--- src/rtl/ripple_borrow_sub_pipe_if.sv ---
// Operand/result bundle for the bit-pipelined ripple-borrow subtractor.
interface ripple_borrow_sub_pipe_if #(
    parameter int W = 4
);
    logic         in_valid;
    logic [W-1:0] a;
    logic [W-1:0] b;
    logic         bin;
    logic         out_valid;
    logic [W-1:0] diff;
    logic         bout;

    modport master (
        output in_valid, a, b, bin,
        input  out_valid, diff, bout
    );

    modport slave (
        input  in_valid, a, b, bin,
        output out_valid, diff, bout
    );
endinterface

--- src/rtl/ripple_borrow_sub_pipe.sv ---
// Bit-pipelined ripple-borrow subtractor: diff = a - b - bin (mod 2^W).
// One bit-slice per stage, registered borrow between slices, operand bits
// skewed on the way in and result bits deskewed on the way out so every
// operation emerges fully aligned exactly W cycles after it is accepted.
module ripple_borrow_sub_pipe #(
    parameter int W = 4
) (
    input  logic                     clk,
    input  logic                     rst,
    ripple_borrow_sub_pipe_if.slave  io
);

    // vld_pipe_q[s] / br_q[s] belong to the operation currently at slice s
    logic [W-1:0] vld_pipe_d, vld_pipe_q;
    logic [W-1:0] br_d, br_q;
    logic [W-1:0] d_slice;
    logic [W-1:0] bo_slice;
    logic [W-1:0] d_align;

    logic         out_valid_d, out_valid_q;
    logic [W-1:0] diff_d, diff_q;
    logic         bout_d, bout_q;

    // valid token and borrow advance one slice per clock; bin enters with slice 0
    always_comb begin
        vld_pipe_d = {vld_pipe_q[W-2:0], io.in_valid};
        br_d       = {bo_slice[W-2:0], io.bin};
    end

    // token/borrow pipeline registers
    always_ff @(posedge clk or posedge rst) begin
        if (rst) begin
            vld_pipe_q <= '0;
            br_q       <= '0;
        end else begin
            vld_pipe_q <= vld_pipe_d;
            br_q       <= br_d;
        end
    end

    for (genvar k = 0; k < W; k++) begin : g_bit
        // {a[k], b[k]} skew chain; element j lines up with slice j, so slice k
        // reads element k in the same cycle its borrow reaches br_q[k]
        logic [1:0] ab_sk_d [0:k];
        logic [1:0] ab_sk_q [0:k];
        logic       a_k, b_k;

        // shift operand bits toward slice k
        always_comb begin
            ab_sk_d[0] = {io.a[k], io.b[k]};
            for (int j = 1; j <= k; j++) ab_sk_d[j] = ab_sk_q[j-1];
        end

        // operand skew registers
        always_ff @(posedge clk or posedge rst) begin
            if (rst) begin
                for (int j = 0; j <= k; j++) ab_sk_q[j] <= '0;
            end else begin
                for (int j = 0; j <= k; j++) ab_sk_q[j] <= ab_sk_d[j];
            end
        end

        assign a_k = ab_sk_q[k][1];
        assign b_k = ab_sk_q[k][0];

        // full subtractor slice
        assign d_slice[k]  = a_k ^ b_k ^ br_q[k];
        assign bo_slice[k] = (~a_k & b_k) | (~(a_k ^ b_k) & br_q[k]);

        if (k < W-1) begin : g_dsk
            localparam int D = W-1-k;
            logic dk_d [0:D-1];
            logic dk_q [0:D-1];

            // delay early result bits until the top slice catches up
            always_comb begin
                dk_d[0] = d_slice[k];
                for (int j = 1; j < D; j++) dk_d[j] = dk_q[j-1];
            end

            // result deskew registers
            always_ff @(posedge clk or posedge rst) begin
                if (rst) begin
                    for (int j = 0; j < D; j++) dk_q[j] <= 1'b0;
                end else begin
                    for (int j = 0; j < D; j++) dk_q[j] <= dk_d[j];
                end
            end

            assign d_align[k] = dk_q[D-1];
        end else begin : g_top
            assign d_align[k] = d_slice[k];
        end
    end

    // output loads only on a valid token so diff/bout hold across bubbles
    always_comb begin
        out_valid_d = vld_pipe_q[W-1];
        diff_d      = diff_q;
        bout_d      = bout_q;
        if (vld_pipe_q[W-1]) begin
            diff_d = d_align;
            bout_d = bo_slice[W-1];
        end
    end

    // output register
    always_ff @(posedge clk or posedge rst) begin
        if (rst) begin
            out_valid_q <= 1'b0;
            diff_q      <= '0;
            bout_q      <= 1'b0;
        end else begin
            out_valid_q <= out_valid_d;
            diff_q      <= diff_d;
            bout_q      <= bout_d;
        end
    end

    assign io.out_valid = out_valid_q;
    assign io.diff      = diff_q;
    assign io.bout      = bout_q;

endmodule

--- src/flat_wrapper.sv ---
// flat-port wrapper written by rule: the top's interface ports become plain ports
module ripple_borrow_sub_pipe_flat 
#(
    parameter int W = 4
)
  (clk, rst, io_in_valid, io_a, io_b, io_bin, io_out_valid, io_diff, io_bout);
  ripple_borrow_sub_pipe_if #(.W(W)) io_i ();
  input  logic clk;
  input  logic rst;
  input wire logic [$bits(io_i.in_valid)-1:0] io_in_valid;
  input wire logic [$bits(io_i.a)-1:0] io_a;
  input wire logic [$bits(io_i.b)-1:0] io_b;
  input wire logic [$bits(io_i.bin)-1:0] io_bin;
  output wire logic [$bits(io_i.out_valid)-1:0] io_out_valid;
  output wire logic [$bits(io_i.diff)-1:0] io_diff;
  output wire logic [$bits(io_i.bout)-1:0] io_bout;
  assign io_i.in_valid = io_in_valid;
  assign io_i.a = io_a;
  assign io_i.b = io_b;
  assign io_i.bin = io_bin;
  assign io_out_valid = io_i.out_valid;
  assign io_diff = io_i.diff;
  assign io_bout = io_i.bout;
  ripple_borrow_sub_pipe #(.W(W)) u_core (.clk(clk), .rst(rst), .io(io_i));
endmodule
--- config.mk ---
export PLATFORM = sky130hd
export DESIGN_NAME = ripple_borrow_sub_pipe_flat
export DESIGN_NICKNAME = d
export VERILOG_FILES = /design/src/rtl/ripple_borrow_sub_pipe_if.sv /design/src/rtl/ripple_borrow_sub_pipe.sv /design/src/flat_wrapper.sv
export SDC_FILE = /design/constraint.sdc
export NUM_CORES = 1
export LEC_CHECK = 0
export ABC_AREA = 1
export CELL_PAD_IN_SITES_DETAIL_PLACEMENT = 0
export CELL_PAD_IN_SITES_GLOBAL_PLACEMENT = 1
export CORE_MARGIN = 5
export CORE_UTILIZATION = 45
export DETAILED_ROUTE_END_ITERATION = 10
export GPL_TIMING_DRIVEN = 1
export MAX_ROUTING_LAYER = met4
export PLACE_DENSITY = 0.9
export SLEW_MARGIN = 20
export SYNTH_ARGS = -nofsm -noshare
export SYNTH_HDL_FRONTEND = slang
export SYNTH_SLANG_ARGS = --single-unit
--- constraint.sdc ---
create_clock -name clk -period 2.1 [get_ports clk]
set_input_delay 0.42 -clock clk [delete_from_list [all_inputs] [get_ports clk]]
set_output_delay 0.42 -clock clk [all_outputs]
set_load 0.01 [all_outputs]
==> reports/qor.yml, run 1 <==
status: "finished, final reports clean"
p_switching_uw: 309
power_leakage_uw: 0.000734
synth_warnings: 0
synth_nets: 89
power.total_uw: 1490
hold_violations: 0
cp_slowest_cell: "clkdlybuf4s50_1"
fin_crit_sh: 0.794
ys_seq_area_frac: 0.841
drc_errors: 0
ys_top_cells_by_count: "dfrtp_1, nand2_1, inv_1"
grt_overflow_total: 0
skew_ns: 0.00977
vias: 556
sw_frac_of_total: 0.207
synth_area_leaders: "dfrtp_1, fa_1, nand2_1"
worstMarginPinSlew_ns: 0.465
grt_start_max_net_pins: 41
ys_ff_latch: 40
worstPathRequired_ns: 1.68
min_period_ns: 1.67
drive_gt1_frac: 0.101
cts_sinks: 40
netlist_area_um2: 1190
gp_congestion: 0.687
layout.nets: 114
grt_usage: 0.102
critPathKind: "flop to output pin"
seqPwrFrac: 0.575
htreeDepth: 2
wire_per_inst_um: 11.0
die_x_um: 61.4
p_comb_frac: 0.077
cts_tree: "done"
post_cts_buffers: 0
rsz0062_at_grt: "no"
synth.most_common_cell: "dfrtp_1"
synth_area_leader_cell: "dfrtp_1"
synthToLayoutAreaGrowth_pct: 25.7
p_int_uw: 1180
antennaDiodeCount: 0
timing.critical_path.buf_inv: 1
num_io_pins: 18
pre_cts_slack_ns: 0.808
p_clk_frac: 0.348
clk_pin_slew_worst_paths_ns: 0.12
insertion_delay_ns: 0.34
synth-edff-count: 0
drt_wl_total_um: 1430
ys_types: 5
ant_nets: 0
hold_buffers: 0
final_max_slew_viol_count: 0
slew_headroom: 0.690
core_area_um2: 2500
antenna_found_initial: 0
cap_violations: 0
avgViaCountPerCell: 4.31
max-vdd-ir-drop_mv: 0.713
num_rows: 18
layout_setup_ws_ns: 0.433
slowest_delay_ns: 0.54
setup-tns-final_ns: 0
grt_pass1_vias: 579
clock_path_buffers: 2
max_freq_ghz: 0.600
async_flop_share: 1.00
ys.flop_type: "dfrtp_1"
dr.pass1.iters: 3
first_iter_violations: 8
finalCoreUtilization: 0.598
cp-end-kind: "output pin"
syn_area_per_cell_um2: 16.3
power.density_nw_per_um2: 997
holdWs_ns: 0.349
die_h_um: 61.4
cp_top_family: "buffers and inverters"
crit_fanout: 2
dp_hpwl_um: 904
die_area_um2: 3770
cts_resized: 0
critical_path.startpoint_type: "flop"
cts_root_buffer: "clkbuf_4"
synth_top_area_share: 0.841
setup_violations: 0
io_buffers: 17
path_cells: "clkdlybuf4s50_1"
hold_path.class: "flop to flop"
grt_pass1_wl_um: 2410
cts_buffers: 5
synthCells: 73
start_util: 0.476
worstPathArrival_ns: 1.25
## power by group through the flow
stage                     Sequential, uW  Combinational (uW)  Clock (uW)
after floorplan                      877                41.6           0
after global placement               868                 111           0
after detailed placement             874                 117           0
after CTS                            859                 120         544
after global routing                 866                 131         571
final                                857                 115         518
## placed cells by master (no fill, tap or decap)
cell             instances
dfrtp_1                 40
clkdlybuf4s50_1         17
nand2_1                 15
inv_1                   13
clkbuf_4                 5
fa_1                     4
inv_2                    1
clkinv_4                 1
bufinv_16                1
clkbuf_8                 1
buf_4                    1
## registers in the layout (all words and copies together) (netlist names)
register,cells
u_core.g_bit.g_dsk.dk_q,1
u_core.br_q,4
u_core.g_bit.ab_sk_d,12
u_core.io.out_valid,1
u_core.g_bit.ab_sk_q,5
u_core.io.diff,4
u_core.g_bit.a_k,3
u_core.io.bout,1
u_core.g_bit.g_dsk.dk_d,3
u_core.d_align,2
u_core.vld_pipe_q,4
## metal layers
| layer | routed length [um] | vias to the layer above | track usage |
|---|---|---|---|
| met3 | 145 | 7 | 0.0440 |
| met2 | 717 | 22 | 0.150 |
| met4 | 46 | 0 | 0.0818 |
| met1 | 515 | 270 | 0.105 |
| li1 | - | 257 | - |
| met5 | 0 | - | - |
## per-stage QoR
step | cells | cell area, um2
finish | 129 | 1500
global placement | 121 | 1410
global route | 129 | 1500
detailed placement | 121 | 1410
floorplan | 73 | 1190
CTS | 129 | 1500
## layout make-up
cell class	instances	area, um2
fillers	206	1000
clock buffers	6	51.3
repair buffers	18	178
inverters	14	52.6
flip-flops and latches	40	1000
well taps	30	37.5
multi-input cells	19	136
clock inverters	2	38.8
## cell families (layout without fill, tap and decap cells)
logic type               after synthesis  count (layout)  share of synthesized area
flip-flops                            40              40                      0.841
AND/OR/NAND/NOR                       15              15                     0.0473
buffers and inverters                 14              40                     0.0442
adder cells (fa/ha/maj)                4               4                     0.0673
## worst register-to-register path: stages (launching register included)
cell     delay [ns]
dfrtp_1        0.40
fa_1           0.54
nand2_1        0.05
nand2_1        0.06
## final timing paths
check	from	endpoint	slack (ns)	cells after the start
setup reg to reg	u_core.g_bit[3].a_k$_DFF_PP0_	u_core.io.diff[3]$_DFFE_PP0P_	0.99	3
setup / recovery	u_core.io.bout$_DFFE_PP0P_	io_bout	0.43	1
hold reg to reg	u_core.g_bit[3].ab_sk_d[2]$_DFF_PP0_	u_core.g_bit[3].ab_sk_d[0]$_DFF_PP0_	0.35	0
min in group asynchronous	rst	u_core.vld_pipe_q[2]$_DFF_PP0_	0.48	3
hold / removal	u_core.g_bit[3].ab_sk_d[2]$_DFF_PP0_	u_core.g_bit[3].ab_sk_d[0]$_DFF_PP0_	0.35	0
max in group asynchronous	rst	u_core.g_bit[0].g_dsk.dk_d[1]$_DFF_PP0_	1.29	3
Note: power is estimated with default switching activity, not from simulation.
==> run 2: changes to the inputs <==
--- a/config.mk
+++ b/config.mk
@@ -9,11 +9,11 @@
 export CELL_PAD_IN_SITES_DETAIL_PLACEMENT = 0
 export CELL_PAD_IN_SITES_GLOBAL_PLACEMENT = 1
 export CORE_MARGIN = 5
-export CORE_UTILIZATION = 45
+export CORE_UTILIZATION = 42
 export DETAILED_ROUTE_END_ITERATION = 10
 export GPL_TIMING_DRIVEN = 1
 export MAX_ROUTING_LAYER = met4
-export PLACE_DENSITY = 0.9
+export PLACE_DENSITY = 0.86
 export SLEW_MARGIN = 20
 export SYNTH_ARGS = -nofsm -noshare
 export SYNTH_HDL_FRONTEND = slang
==> constraint.sdc (replaced) <==
create_clock -name clk -period 1.6 [get_ports clk]
set_input_delay 0.32 -clock clk [delete_from_list [all_inputs] [get_ports clk]]
set_output_delay 0.32 -clock clk [all_outputs]
set_load 0.01 [all_outputs]
==> run 2 against run 1 <==
  * Cell count is 0.78% higher
  * Sequential cell count stayed put
  * Critical path depth stayed put
  * Via count is 3.6% lower
  * Clock power is 22% higher
  * Register-to-register slack worse by 0.48 ns
  * Global-route usage is 1.9 points lower
  * Sequential power is 31% higher
  * Utilization is 4.7 points lower
  * Power is 28% higher
  * Critical endpoint unchanged
  * Largest cell class unchanged
==> reports/qor.yml, run 2 (synthesis results as in run 1) <==
status: "finished, final reports clean"
crit_start: "u_core.io.bout$_DFFE_PP0P_"
hold_buffers: 0  # unchanged
ant_nets: 0  # unchanged
worst_r2r_endpoint: "u_core.io.diff[3]$_DFFE_PP0P_"
path_cells: "clkdlybuf4s50_1"
grt_pass1_wl_um: 2370  # -1.5%
antenna_found_initial: 0  # unchanged
synthToLayoutAreaGrowth_pct: 26.6
num_rows: 19  # +1
final_max_slew_viol_count: 0  # unchanged
worstMarginPinSlew_ns: 0.227  # -0.238 ns
grt_usage: 0.0823  # -0.0193
die_x_um: 63.2  # +2.9%
critPathCapture: "io_bout"
slew_headroom: 0.848  # +0.158
vias: 536  # -3.6%
grt_overflow_total: 0  # unchanged
drt_wl_total_um: 1320  # -7.6%
cts_buffers: 5  # unchanged
r2r_cells: 3  # unchanged
min_period_ns: 1.55
max-vdd-ir-drop_mv: 0.861  # +21%
cts_sinks: 40  # unchanged
final_common_cell: "dfrtp_1"
crit_cells: 1  # unchanged
cts_resized: 0  # unchanged
slowest_delay_ns: 0.53  # about the same
antennaDiodeCount: 0  # unchanged
drc_errors: 0  # unchanged
cap_violations: 0  # unchanged
crit_fanout: 2  # unchanged
final_cell_mix: "dfrtp_1, nand2_1, clkdlybuf4s50_1"
clk_pin_slew_worst_paths_ns: 0.11  # about the same
timing.critical_path.buf_inv: 1  # unchanged
cts_root_buffer: "clkbuf_4"
holdWs_ns: 0.322  # -0.0275 ns
setup_violations: 0  # unchanged
htreeDepth: 2  # unchanged
power_leakage_uw: 0.000765  # +4.2%
pre_cts_slack_ns: 0.407  # -0.401 ns
critPathKind: "flop to output pin"
insertion_delay_ns: 0.33  # about the same
layout_setup_ws_ns: 0.0506  # -0.383 ns
critical_path.startpoint_type: "flop"
skew_ns: 0.00516  # -0.00461 ns
gp_congestion: 0.631  # -8.2%
die_area_um2: 4000  # +6.0%
die_h_um: 63.2  # +2.9%
largest_register_ffs: 12  # unchanged
rrSetupSlack_ns: 0.51  # -0.48 ns
cp-end-kind: "output pin"
start_util: 0.435  # -0.0407
cp_top_family: "buffers and inverters"
grt_pass1_vias: 575  # -0.69%
avgViaCountPerCell: 4.12  # -4.3%
num_io_pins: 18  # unchanged
hold_path.class: "input port to async pin"
worstPathArrival_ns: 1.23  # -0.02 ns
rsz0062_at_grt: "no"
cts_tree: "done"
regToRegStartpoint: "u_core.g_bit[3].a_k$_DFF_PP0_"
layout.nets: 114  # unchanged
dp_hpwl_um: 918  # +1.5%
cp_slowest_cell: "clkdlybuf4s50_1"
clock_path_buffers: 2  # unchanged
dr.pass1.iters: 3  # unchanged
max_freq_ghz: 0.645
post_cts_buffers: 0  # unchanged
setup-tns-final_ns: 0  # unchanged
grt_start_max_net_pins: 41  # unchanged
drive_gt1_frac: 0.101  # unchanged
worstPathRequired_ns: 1.28  # -0.40 ns
core_area_um2: 2730  # +9.4%
hold_violations: 0  # unchanged
wire_per_inst_um: 10.1  # -8.4%
io_buffers: 17  # unchanged
fin_crit_sh: 0.968
first_iter_violations: 10  # +2
power.density_nw_per_um2: 1260  # +27%
## run 2: routing by layer
layer  vias to the layer above  part of all wire  global-route usage
met2                        20              0.53               0.131
met4                         0             0.012              0.0260
li1                        258                 -                   -
met3                         2             0.098              0.0639
met1                       256              0.36              0.0753
met5                         -                 0                   -
## run 2: how the worst min path moves through the flow
stage / depth (start not counted) / end / slack, ns / from
finish: 3 / u_core.io.diff[0]$_DFFE_PP0P_ / 0.32 / rst
global placement: 0 / u_core.g_bit[3].ab_sk_d[0]$_DFF_PP0_ / 0.33 / u_core.g_bit[3].ab_sk_d[2]$_DFF_PP0_
global route: 3 / u_core.io.diff[0]$_DFFE_PP0P_ / 0.31 / rst
CTS: 3 / u_core.g_bit[1].ab_sk_d[0]$_DFF_PP0_ / 0.31 / rst
floorplan: 0 / u_core.d_align[0]$_DFF_PP0_ / 0.33 / u_core.g_bit[0].g_dsk.dk_d[0]$_DFF_PP0_
detailed placement: 0 / u_core.g_bit[0].g_dsk.dk_d[0]$_DFF_PP0_ / 0.33 / u_core.g_bit[0].g_dsk.dk_d[1]$_DFF_PP0_
## run 2: area by class of cell
cell class                      instances  area, um2
Clock buffer                            5       37.5
Clock inverter                          3       42.5
Fill cell                             220       1230
Inverter                               14       52.6
Multi-Input combinational cell         19        136
Sequential cell                        40       1000
Tap cell                               31       38.8
Timing Repair Buffer                   18        198
## run 2: where the power goes
group	internal, uW	switching, uW	total, uW
registers	1090	28.7	1120
clock network	326	307	632
logic	81.0	66.8	148
total	1500	402	1900
## run 2: stage by stage
step	power, uW	std cells	instance area (um2)	util
after global routing	2010	130	1510	0.551
after CTS	1940	130	1500	0.548
after global placement	1290	122	1420	0.519
after detailed placement	1300	122	1420	0.519
after floorplan	1210	73	1190	-
final	1900	130	1510	0.551
==> run 3: changes to the inputs <==
--- a/config.mk
+++ b/config.mk
@@ -14,6 +14,7 @@
 export GPL_TIMING_DRIVEN = 1
 export MAX_ROUTING_LAYER = met4
 export PLACE_DENSITY = 0.86
+export SKIP_LAST_GASP = 1
 export SLEW_MARGIN = 20
 export SYNTH_ARGS = -nofsm -noshare
 export SYNTH_HDL_FRONTEND = slang
==> results of run 3 <==
Final layout, timing and power as in run 2 (identical DEF).
